### src/rtl/dcache_pkg.sv
// Shared types and helpers for the write-through data cache.
// Holds the controller state encoding and the store strobe/replication rules.
package dcache_pkg;

    typedef enum logic [1:0] {
        IDLE  = 2'd0,
        FILL  = 2'd1,
        WRITE = 2'd2,
        DONE  = 2'd3
    } dcache_state_t;

    localparam logic SEL_WORD = 1'b0;
    localparam logic SEL_BYTE = 1'b1;

    function automatic logic [3:0] store_strb(input logic sel, input logic [1:0] off);
        return (sel == SEL_BYTE) ? (4'b0001 << off) : 4'hF;
    endfunction

    // Byte stores replicate the byte on every lane so the strobe alone picks the target.
    function automatic logic [31:0] store_data(input logic sel, input logic [31:0] wdata);
        return (sel == SEL_BYTE) ? {4{wdata[7:0]}} : wdata;
    endfunction

endpackage

### src/rtl/dcache_array.sv
// Valid/tag/data storage: asynchronous read, synchronous byte-enabled write.
// A write always marks the line valid; only the valid bits are reset.
module dcache_array #(
    parameter int SETS  = 16,
    parameter int IDX_W = 4,
    parameter int TAG_W = 26
) (
    input  logic             clk,
    input  logic             rst,
    input  logic [IDX_W-1:0] rd_idx,
    output logic             rd_valid,
    output logic [TAG_W-1:0] rd_tag,
    output logic [31:0]      rd_data,
    input  logic             wr_en,
    input  logic [IDX_W-1:0] wr_idx,
    input  logic [TAG_W-1:0] wr_tag,
    input  logic [3:0]       wr_be,
    input  logic [31:0]      wr_data
);

    logic [SETS-1:0]  valid_q, valid_d;
    logic [TAG_W-1:0] tag_q  [SETS];
    logic [TAG_W-1:0] tag_d  [SETS];
    logic [31:0]      data_q [SETS];
    logic [31:0]      data_d [SETS];

    assign rd_valid = valid_q[rd_idx];
    assign rd_tag   = tag_q[rd_idx];
    assign rd_data  = data_q[rd_idx];

    always_comb begin
        valid_d = valid_q;
        tag_d   = tag_q;
        data_d  = data_q;
        if (wr_en) begin
            valid_d[wr_idx] = 1'b1;
            tag_d[wr_idx]   = wr_tag;
            for (int b = 0; b < 4; b++) begin
                if (wr_be[b]) begin
                    data_d[wr_idx][8*b +: 8] = wr_data[8*b +: 8];
                end
            end
        end
    end

    always_ff @(posedge clk or posedge rst) begin
        if (rst) begin
            valid_q <= '0;
        end else begin
            valid_q <= valid_d;
        end
    end

    always_ff @(posedge clk) begin
        tag_q  <= tag_d;
        data_q <= data_d;
    end

endmodule

### src/rtl/dcache_ctrl.sv
// Direct-mapped write-through, read-allocate data cache controller.
// Load hits complete combinationally; misses fill, stores write through then retire in DONE.
module dcache_ctrl
    import dcache_pkg::*;
#(
    parameter int SETS   = 16,
    parameter int ADDR_W = 32
) (
    input  logic              clk,
    input  logic              rst,
    input  logic              req_valid,
    input  logic              we,
    input  logic              byte_sel,
    input  logic [ADDR_W-1:0] addr,
    input  logic [31:0]       wdata,
    output logic [31:0]       rdata,
    output logic              stall,
    output logic              hit,
    output logic              mem_req,
    output logic              mem_we,
    output logic [ADDR_W-1:0] mem_addr,
    output logic [31:0]       mem_wdata,
    output logic [3:0]        mem_wstrb,
    input  logic [31:0]       mem_rdata,
    input  logic              mem_ack
);

    localparam int IDX_W = $clog2(SETS);
    localparam int TAG_W = ADDR_W - IDX_W - 2;

    dcache_state_t     state_q, state_d;
    logic [ADDR_W-1:0] mem_addr_q, mem_addr_d;
    logic [31:0]       mem_wdata_q, mem_wdata_d;
    logic [3:0]        mem_wstrb_q, mem_wstrb_d;

    logic [IDX_W-1:0]  idx;
    logic [TAG_W-1:0]  tag;
    logic              line_valid;
    logic [TAG_W-1:0]  line_tag;
    logic [31:0]       line_data;
    logic              line_match;
    logic              lookup_hit;
    logic [31:0]       line_shifted;

    logic              arr_we;
    logic [IDX_W-1:0]  arr_idx;
    logic [TAG_W-1:0]  arr_tag;
    logic [3:0]        arr_be;
    logic [31:0]       arr_data;

    assign idx = addr[IDX_W+1:2];
    assign tag = addr[ADDR_W-1:IDX_W+2];

    dcache_array #(
        .SETS  (SETS),
        .IDX_W (IDX_W),
        .TAG_W (TAG_W)
    ) u_array (
        .clk      (clk),
        .rst      (rst),
        .rd_idx   (idx),
        .rd_valid (line_valid),
        .rd_tag   (line_tag),
        .rd_data  (line_data),
        .wr_en    (arr_we),
        .wr_idx   (arr_idx),
        .wr_tag   (arr_tag),
        .wr_be    (arr_be),
        .wr_data  (arr_data)
    );

    assign line_match = line_valid && (line_tag == tag);
    assign lookup_hit = req_valid && line_match;

    always_comb begin
        state_d     = state_q;
        mem_addr_d  = mem_addr_q;
        mem_wdata_d = mem_wdata_q;
        mem_wstrb_d = mem_wstrb_q;
        stall       = 1'b0;
        arr_we      = 1'b0;
        arr_idx     = mem_addr_q[IDX_W+1:2];
        arr_tag     = mem_addr_q[ADDR_W-1:IDX_W+2];
        arr_be      = 4'hF;
        arr_data    = mem_rdata;
        case (state_q)
            IDLE: begin
                if (req_valid && (we || !lookup_hit)) begin
                    stall      = 1'b1;
                    mem_addr_d = {addr[ADDR_W-1:2], 2'b00};
                    if (we) begin
                        mem_wdata_d = store_data(byte_sel, wdata);
                        mem_wstrb_d = store_strb(byte_sel, addr[1:0]);
                        state_d     = WRITE;
                    end else begin
                        state_d = FILL;
                    end
                end
            end
            FILL: begin
                stall = 1'b1;
                if (mem_ack) begin
                    arr_we  = 1'b1;
                    state_d = IDLE;
                end
            end
            WRITE: begin
                stall    = 1'b1;
                arr_be   = mem_wstrb_q;
                arr_data = mem_wdata_q;
                // Write-through without allocate: only a resident line absorbs the store.
                if (mem_ack) begin
                    arr_we  = line_match;
                    state_d = DONE;
                end
            end
            DONE: begin
                state_d = IDLE;
            end
            default: begin
                state_d = IDLE;
            end
        endcase
    end

    always_ff @(posedge clk or posedge rst) begin
        if (rst) begin
            state_q     <= IDLE;
            mem_addr_q  <= '0;
            mem_wdata_q <= '0;
            mem_wstrb_q <= '0;
        end else begin
            state_q     <= state_d;
            mem_addr_q  <= mem_addr_d;
            mem_wdata_q <= mem_wdata_d;
            mem_wstrb_q <= mem_wstrb_d;
        end
    end

    assign mem_req   = (state_q == FILL) || (state_q == WRITE);
    assign mem_we    = (state_q == WRITE);
    assign mem_addr  = mem_addr_q;
    assign mem_wdata = mem_wdata_q;
    assign mem_wstrb = mem_wstrb_q;

    assign hit          = lookup_hit && (state_q == IDLE);
    assign line_shifted = line_data >> {addr[1:0], 3'b000};
    assign rdata        = !hit ? 32'h0 :
                          (byte_sel == SEL_BYTE) ? {24'h0, line_shifted[7:0]} : line_data;

endmodule

### config.mk
export PLATFORM = sky130hd
export DESIGN_NAME = dcache_ctrl
export DESIGN_NICKNAME = d
export VERILOG_FILES = /design/src/rtl/dcache_pkg.sv /design/src/rtl/dcache_array.sv /design/src/rtl/dcache_ctrl.sv
export SDC_FILE = /design/constraint.sdc
export NUM_CORES = 1
export LEC_CHECK = 0
export BUFFER_PORTS_ARGS = -buffer_cell sky130_fd_sc_hd__buf_2
export CAP_MARGIN = 25
export CORE_MARGIN = 3
export CORE_UTILIZATION = 60
export CTS_BUF_LIST = sky130_fd_sc_hd__clkbuf_16
export CTS_CLUSTER_SIZE = 12
export DETAILED_ROUTE_END_ITERATION = 8
export PLACE_DENSITY = 0.89
export SLEW_MARGIN = 20
export SYNTH_ARGS = -nofsm -noshare
export SYNTH_HDL_FRONTEND = slang
export SYNTH_SLANG_ARGS = --single-unit
### constraint.sdc
create_clock -name clk -period 6.8 [get_ports clk]
set_input_delay 0.68 -clock clk [delete_from_list [all_inputs] [get_ports clk]]
set_output_delay 0.68 -clock clk [all_outputs]
set_load 0.01 [all_outputs]
# [Word level (Yosys, flattened, before mapping)]
# Index checks and enable logic that the tools add are counted.
# W data, S select, Z words.
[op_classes] magnitude_cmp=6 n_eq_ne=7 shifts=2 n_mux=48 bitwise=3 n_reduce_logical=14
[op_table] operator="$mux W512" count=7
[op_table] operator="$bwmux W512" count=4
[op_table] operator="$demux W32 S4" count=4
[op_table] operator="$bwmux W416" count=1
[op_table] operator="$mux W32" count=7
[op_table] operator="$bmux W32 S4" count=1
[op_table] operator="$bmux W26 S4" count=1
[op_table] operator="$demux W26 S4" count=1
[op_table] operator="$mux W26" count=3
[op_table] operator="$shr A32 B5 Y8" count=1
[op_table] operator="$eq A26 B26 Y1" count=1
[op_table] operator="$mux W24" count=1
[op_table] operator="$mux W16" count=1
[op_table] operator="$or A16 B16 Y16" count=1
[op_table] operator="$ge A5 B5 Y1 const B" count=2
[op_table] operator="$lt A4 B5 Y1 const B" count=2
[op_table] operator="$not A4 Y5" count=2
[op_table] operator="$mux W2" count=4
[op_table] operator="$mux W4" count=2
[op_table] operator="$mux W8" count=1
[op_table] operator="$pmux W2 S4" count=1
[op_table] operator="$logic_and A1 B1 Y1" count=6
[op_table] operator="$reduce_and A3 Y1" count=2
[op_table] operator="$lt A5 B1 Y1 const B" count=1
[op_table] operator="15 further kinds" count=23
[word_totals] register_bits=1012 out_inout_bits=104 wordCells=117

# [Depth between registers and ports, before layout]
[depth] ltp_word=17 mapped_depth=16

# [Hierarchy]
# Synthesis repeated with hierarchy kept, for this count alone.
[hier_totals] hier_cells=2131 area_unflattened_um2=40536.4
[modules_own_cells] module="dcache_array" n_inst=1 cells_each=1719 area_per_inst_um2=36374.9
[modules_own_cells] module="dcache_ctrl" n_inst=1 cells_each=412 area_per_inst_um2=4161.5

# [Least setup slack after synthesis]
# Ideal clock, no wire load.
[synth_path] path_type="input-to-reg" from="input port addr[4]" to="register u_array.tag_q[0] (netlist bit), enable pin" setup_time_ns=0.409 arrival_time_ns=4.346 t_required_ns=6.391 setup_slack_ns=2.045 path_stages=12 path_buffers=3 cell_sequence="buf_2 -> mux2_4 -> and3_1 -> or4_1 -> o31ai_2 -> nand4b_1 -> nor4_2 -> a41o_1 -> nand3_1 -> buf_2 -> buf_2 -> nor2_1"
[synth_via] elab_chain_cells=8 elab_cells_between_ends=10 cone_classes="eq/ne: 1; mux: 7; bitwise: 1; reduce/logical: 1"
[synth_lines] item="from (decl)" line="dcache_ctrl.sv:14" text="input logic [ADDR_W-1:0] addr,"
[synth_lines] item="$not A4 Y5 (not written as such)" line="dcache_array.sv:28" text="assign rd_tag = tag_q[rd_idx];"
[synth_lines] item="$bmux W26 S4" line="dcache_array.sv:28"
[synth_lines] item="$mux W26 (not written as such) (2 in a row)" line="dcache_array.sv:28"
[synth_lines] item="$eq A26 B26 Y1" line="dcache_ctrl.sv:72" text="assign line_match = line_valid && (line_tag == tag);"
[synth_lines] item="$logic_and A1 B1 Y1 (*)" line="dcache_ctrl.sv:72"
[synth_lines] item="$mux W1 (*)" line="dcache_ctrl.sv:112" text="if (mem_ack) begin"
[synth_lines] item="$pmux W1 S2 (*)" line="dcache_ctrl.sv:86" text="case (state_q)"
[synth_lines] item="to (signal assigned)" line="dcache_array.sv:55" text="tag_q <= tag_d;"
[synth_lines] item="to (decl)" line="dcache_array.sv:22" text="logic [TAG_W-1:0] tag_q [SETS];"
# Mark *: on every way between the ends. The rest lies on a longest branch, timed or not. The select of a mux whose other input is x is not followed.
# A chain may end at the register's enable or synchronous reset.

# [Final worst setup path]
[layout_path] from="input port addr[4]" to="output port rdata[3]"
[layout_via] elab_chain_cells=9 elab_cells_between_ends=16 cone_classes="eq/ne: 1; shift: 1; mux: 10; bitwise: 1; reduce/logical: 3"
[layout_lines] item="parallel branches: the longest is 8 deep, another holds $bmux W32 S4"
[layout_lines] item="$mux W32 (*)" line="dcache_ctrl.sv:148" text="assign rdata = !hit ? 32'h0 :"
[layout_lines] item="to (decl)" line="dcache_ctrl.sv:16" text="output logic [31:0] rdata,"
# Mark *: on every way between the ends. The select of a mux whose other input is x is not followed.

==> impl_metrics.py <==
metrics = {
    "timing": {
        "worst_slew_pin_slew_ns": 1.016,
        "max_slew_margin": 0.3214,
        "finalSetupViolCount": 0,
        "hold_viol": 0,
        "fin_crit_sh": 0.8415,
        "setup_tns_ns": 0,
        "fmax_mhz": 174.8,
        "setup_slack_ns": 1.078,
        "rsz0062_at_grt": "no",
        "drv_slew": 0,
        "skew_ns": 0.03112,
        "fin_crit_ns": 5.722,
    },
    "synth": {
        "ys_top_cells_by_count": "edfxtp_1 (928), mux4_2 (247), nor2_1 (180), mux2i_1 (135), nand2_1 (94)",
        "synth_area_per_cell_sq_um": 19.05,
        "syn_inst": 2178,
        "synth.area.top_cells": "edfxtp_1 (67%), mux4_2 (13%), dfrtp_1 (5.1%)",
        "synth_enable_flop_cells": 928,
        "synth_top_area_cell": "edfxtp_1",
        "synth-async-reset-ratio": 0.08300,
        "synth_flop_cell": "edfxtp_1",
        "ys_seq_area_frac": 0.7225,
        "synth-seq-cells": 1012,
        "yosysWarnings": 0,
        "synth_most_common_cell": "edfxtp_1",
        "synth_cell_types": 69,
        "synth_area_sq_mm": 0.04148,
        "yosysTopAreaCellShare": 0.6718,
    },
    "power": {
        "ir_drop_v": 0.0003168,
        "power_frac_comb": 0.152,
        "clock_power_share": 0.316,
        "p_leak_uw": 0.01625,
        "netSwitchingFraction": 0.2856,
        "power.internal_uw": 11300,
        "seqPwrFrac": 0.532,
        "p_per_area_mw_per_mm2": 337.5,
        "p_sw_uw": 4520,
    },
    "drt": {
        "totalWireLength_um": 109000,
        "vias": 23738,
        "ant_nets": 0,
        "drc": 0,
        "drt-initial-drc-count": 3839,
        "wire_per_inst_um": 31.63,
        "routed_via_density": 6.887,
        "dr.pass1.iters": 6,
    },
    "final_layout": {
        "fillCellCount": 3839,
        "drive_gt1_frac": 0.2917,
        "multiInputGateArea_sq_mm": 0.01089,
        "syn2layout_area_growth_pct": 13.02,
        "seq_area_sq_mm": 0.02997,
        "final_nets": 2548,
        "stdcell_area_sq_mm": 0.04688,
    },
    "place": {
        "port_buffers": 203,
        "dpl-instance-area_sq_mm": 0.04391,
        "dp.final_hpwl_um": 67060,
        "gp_congestion": 0.9340,
        "post-place-ws_ns": 0.9866,
    },
    "setup_path": {
        "crit_arrival_ns": 5.04,
        "critPathKind": "in -> out",
        "end_kind": "primary output",
        "worstPathRequired_ns": 6.12,
        "cp-start-kind": "primary input",
        "critPathMaxFanout": 75,
    },
    "die": {
        "die_area_sq_mm": 0.07233,
        "dieHeight_um": 268.9,
        "fp.dieW_um": 268.9,
        "ios": 206,
        "core_sq_mm": 0.06787,
        "start_util": 0.6112,
        "rows": 95,
    },
    "clock_tree": {
        "cts.sinks": 1012,
        "cts_buffers": 99,
        "cts-htree-levels": 3,
        "clockBufferDepth": 3,
        "cts_tree": "built",
        "cts.repair.resized": 0,
        "cts_hold_buffers": 0,
        "cts_root_buf": "clkbuf_16",
        "clk-insertion-delay-late_ns": 0.67,
        "postCtsSetupBuffers": 0,
        "path_clk_slew_ns": 0.06,
    },
    "global_routing": {
        "grt_pass1_wl_um": 160200,
        "grt_max_degree": 82,
        "antenna_found_initial": 3,
        "grt.overflow.total": 0,
        "grt_use_total": 0.3076,
        "grt_pass1_vias": 23853,
    },
    "min_path": {
        "hp-class": "in -> async",
    },
    "run_status": {
        "outcome": "complete, no violations",
    },
    "flow_run": {
        "drv_cap": 0,
    },
}
[cells by family (layout without fill, tap and decap cells)]
kind of cell,after synthesis,in the layout,synth area share
AO/OA/AOI/OAI,111,111,0.01979
XOR/XNOR,30,30,0.006334
adder cells (fa/ha/maj),4,4,0.001207
buffers and inverters,148,492,0.01861
flip-flops,1012,1012,0.7225
multiplexers,439,439,0.1830
other,1,5,0.00009040
AND/OR/NAND/NOR,433,433,0.04853
[area by class of cell]
cell class,instances,area share
flip-flops and latches,1012,0.6392
multi-input cells,1019,0.2323
clock buffers,101,0.05391
repair buffers,298,0.03955
well taps,921,0.02458
clock inverters,81,0.009287
inverters,12,0.001014
diodes,3,0.0001601
[through the flow]
| stage | total power, uW | hold WS (ns) | std cells | utilization |
|---|---|---|---|---|
| floorplan | 9643 | 0.4377 | 2179 | - |
| global placement | 10640 | 0.4524 | 3261 | 0.6466 |
| detailed placement | 10840 | 0.4576 | 3262 | 0.6470 |
| CTS | 15790 | 0.03137 | 3444 | 0.6906 |
| global route | 16300 | 0.05696 | 3444 | 0.6906 |
| finish | 15820 | 0.04833 | 3447 | 0.6908 |
[routing by layer]
layer / wire [um] / vias to the layer above / share of wire / track usage
met5: 54 / - / 0.00050 / 0
met4: 5598 / 6 / 0.051 / 0.1340
met3: 13360 / 410 / 0.12 / 0.06917
met2: 53660 / 2126 / 0.49 / 0.5001
met1: 36370 / 11954 / 0.33 / 0.4074
li1: - / 9242 / - / -
[power groups by stage]
stage               clock [uW]  combinational (uW)  sequential [uW]
detailed placement           0                2320             8520
CTS                       5020                2370             8410
floorplan                    0                1320             8320
global route              5270                2550             8470
finish                    5000                2410             8420
global placement             0                2200             8440
[state kept, by name, summed over array words and instances, names as in the netlist]
| register | flops |
|---|---|
| u_array.data_q | 512 |
| u_array.valid_q | 16 |
| state_q | 2 |
| u_array.tag_q | 416 |
| mem_addr | 30 |
| mem_wstrb | 4 |
| mem_wdata | 32 |
[cells in the final DEF, fill, tap and decap left out, drive strengths merged, types with 33 or more instances in the layout]
cell type / n
edfxtp: 928
inv: 69
nand2: 94
nor3: 56
clkbuf: 103
mux2i: 135
buf: 296
dfrtp: 84
nor2: 181
and2: 33
o21ai: 37
mux2: 57
mux4: 247
[worst max-delay path, stage by stage]
cell      delay (ns)
clkbuf_8        0.62
buf_4           0.52
mux4_2          0.55
mux2i_1         0.23
xnor2_1         0.15
a21oi_1         0.18
nand4b_1        0.13
or3_1           0.38
nor3_1          0.67
nand3_4         0.33
a211oi_2        0.34
buf_2           0.20
[worst paths after layout]
check / start / to / slack, ns / cells after the start
max: addr[4] / rdata[3] / 1.08 / 12
max reg2reg: u_array.tag_q[200] / u_array.data_q[145] / 1.97 / 10
min reg2reg: u_array.valid_q[7] / u_array.valid_q[7] / 0.48 / 1
max in group asynchronous: rst / mem_wdata[18] / 5.46 / 3
min: rst / mem_addr[14] / 0.05 / 2
min in group clk: addr[18] / mem_addr[18] / 0.29 / 2
(Power assumes the default switching activity.)
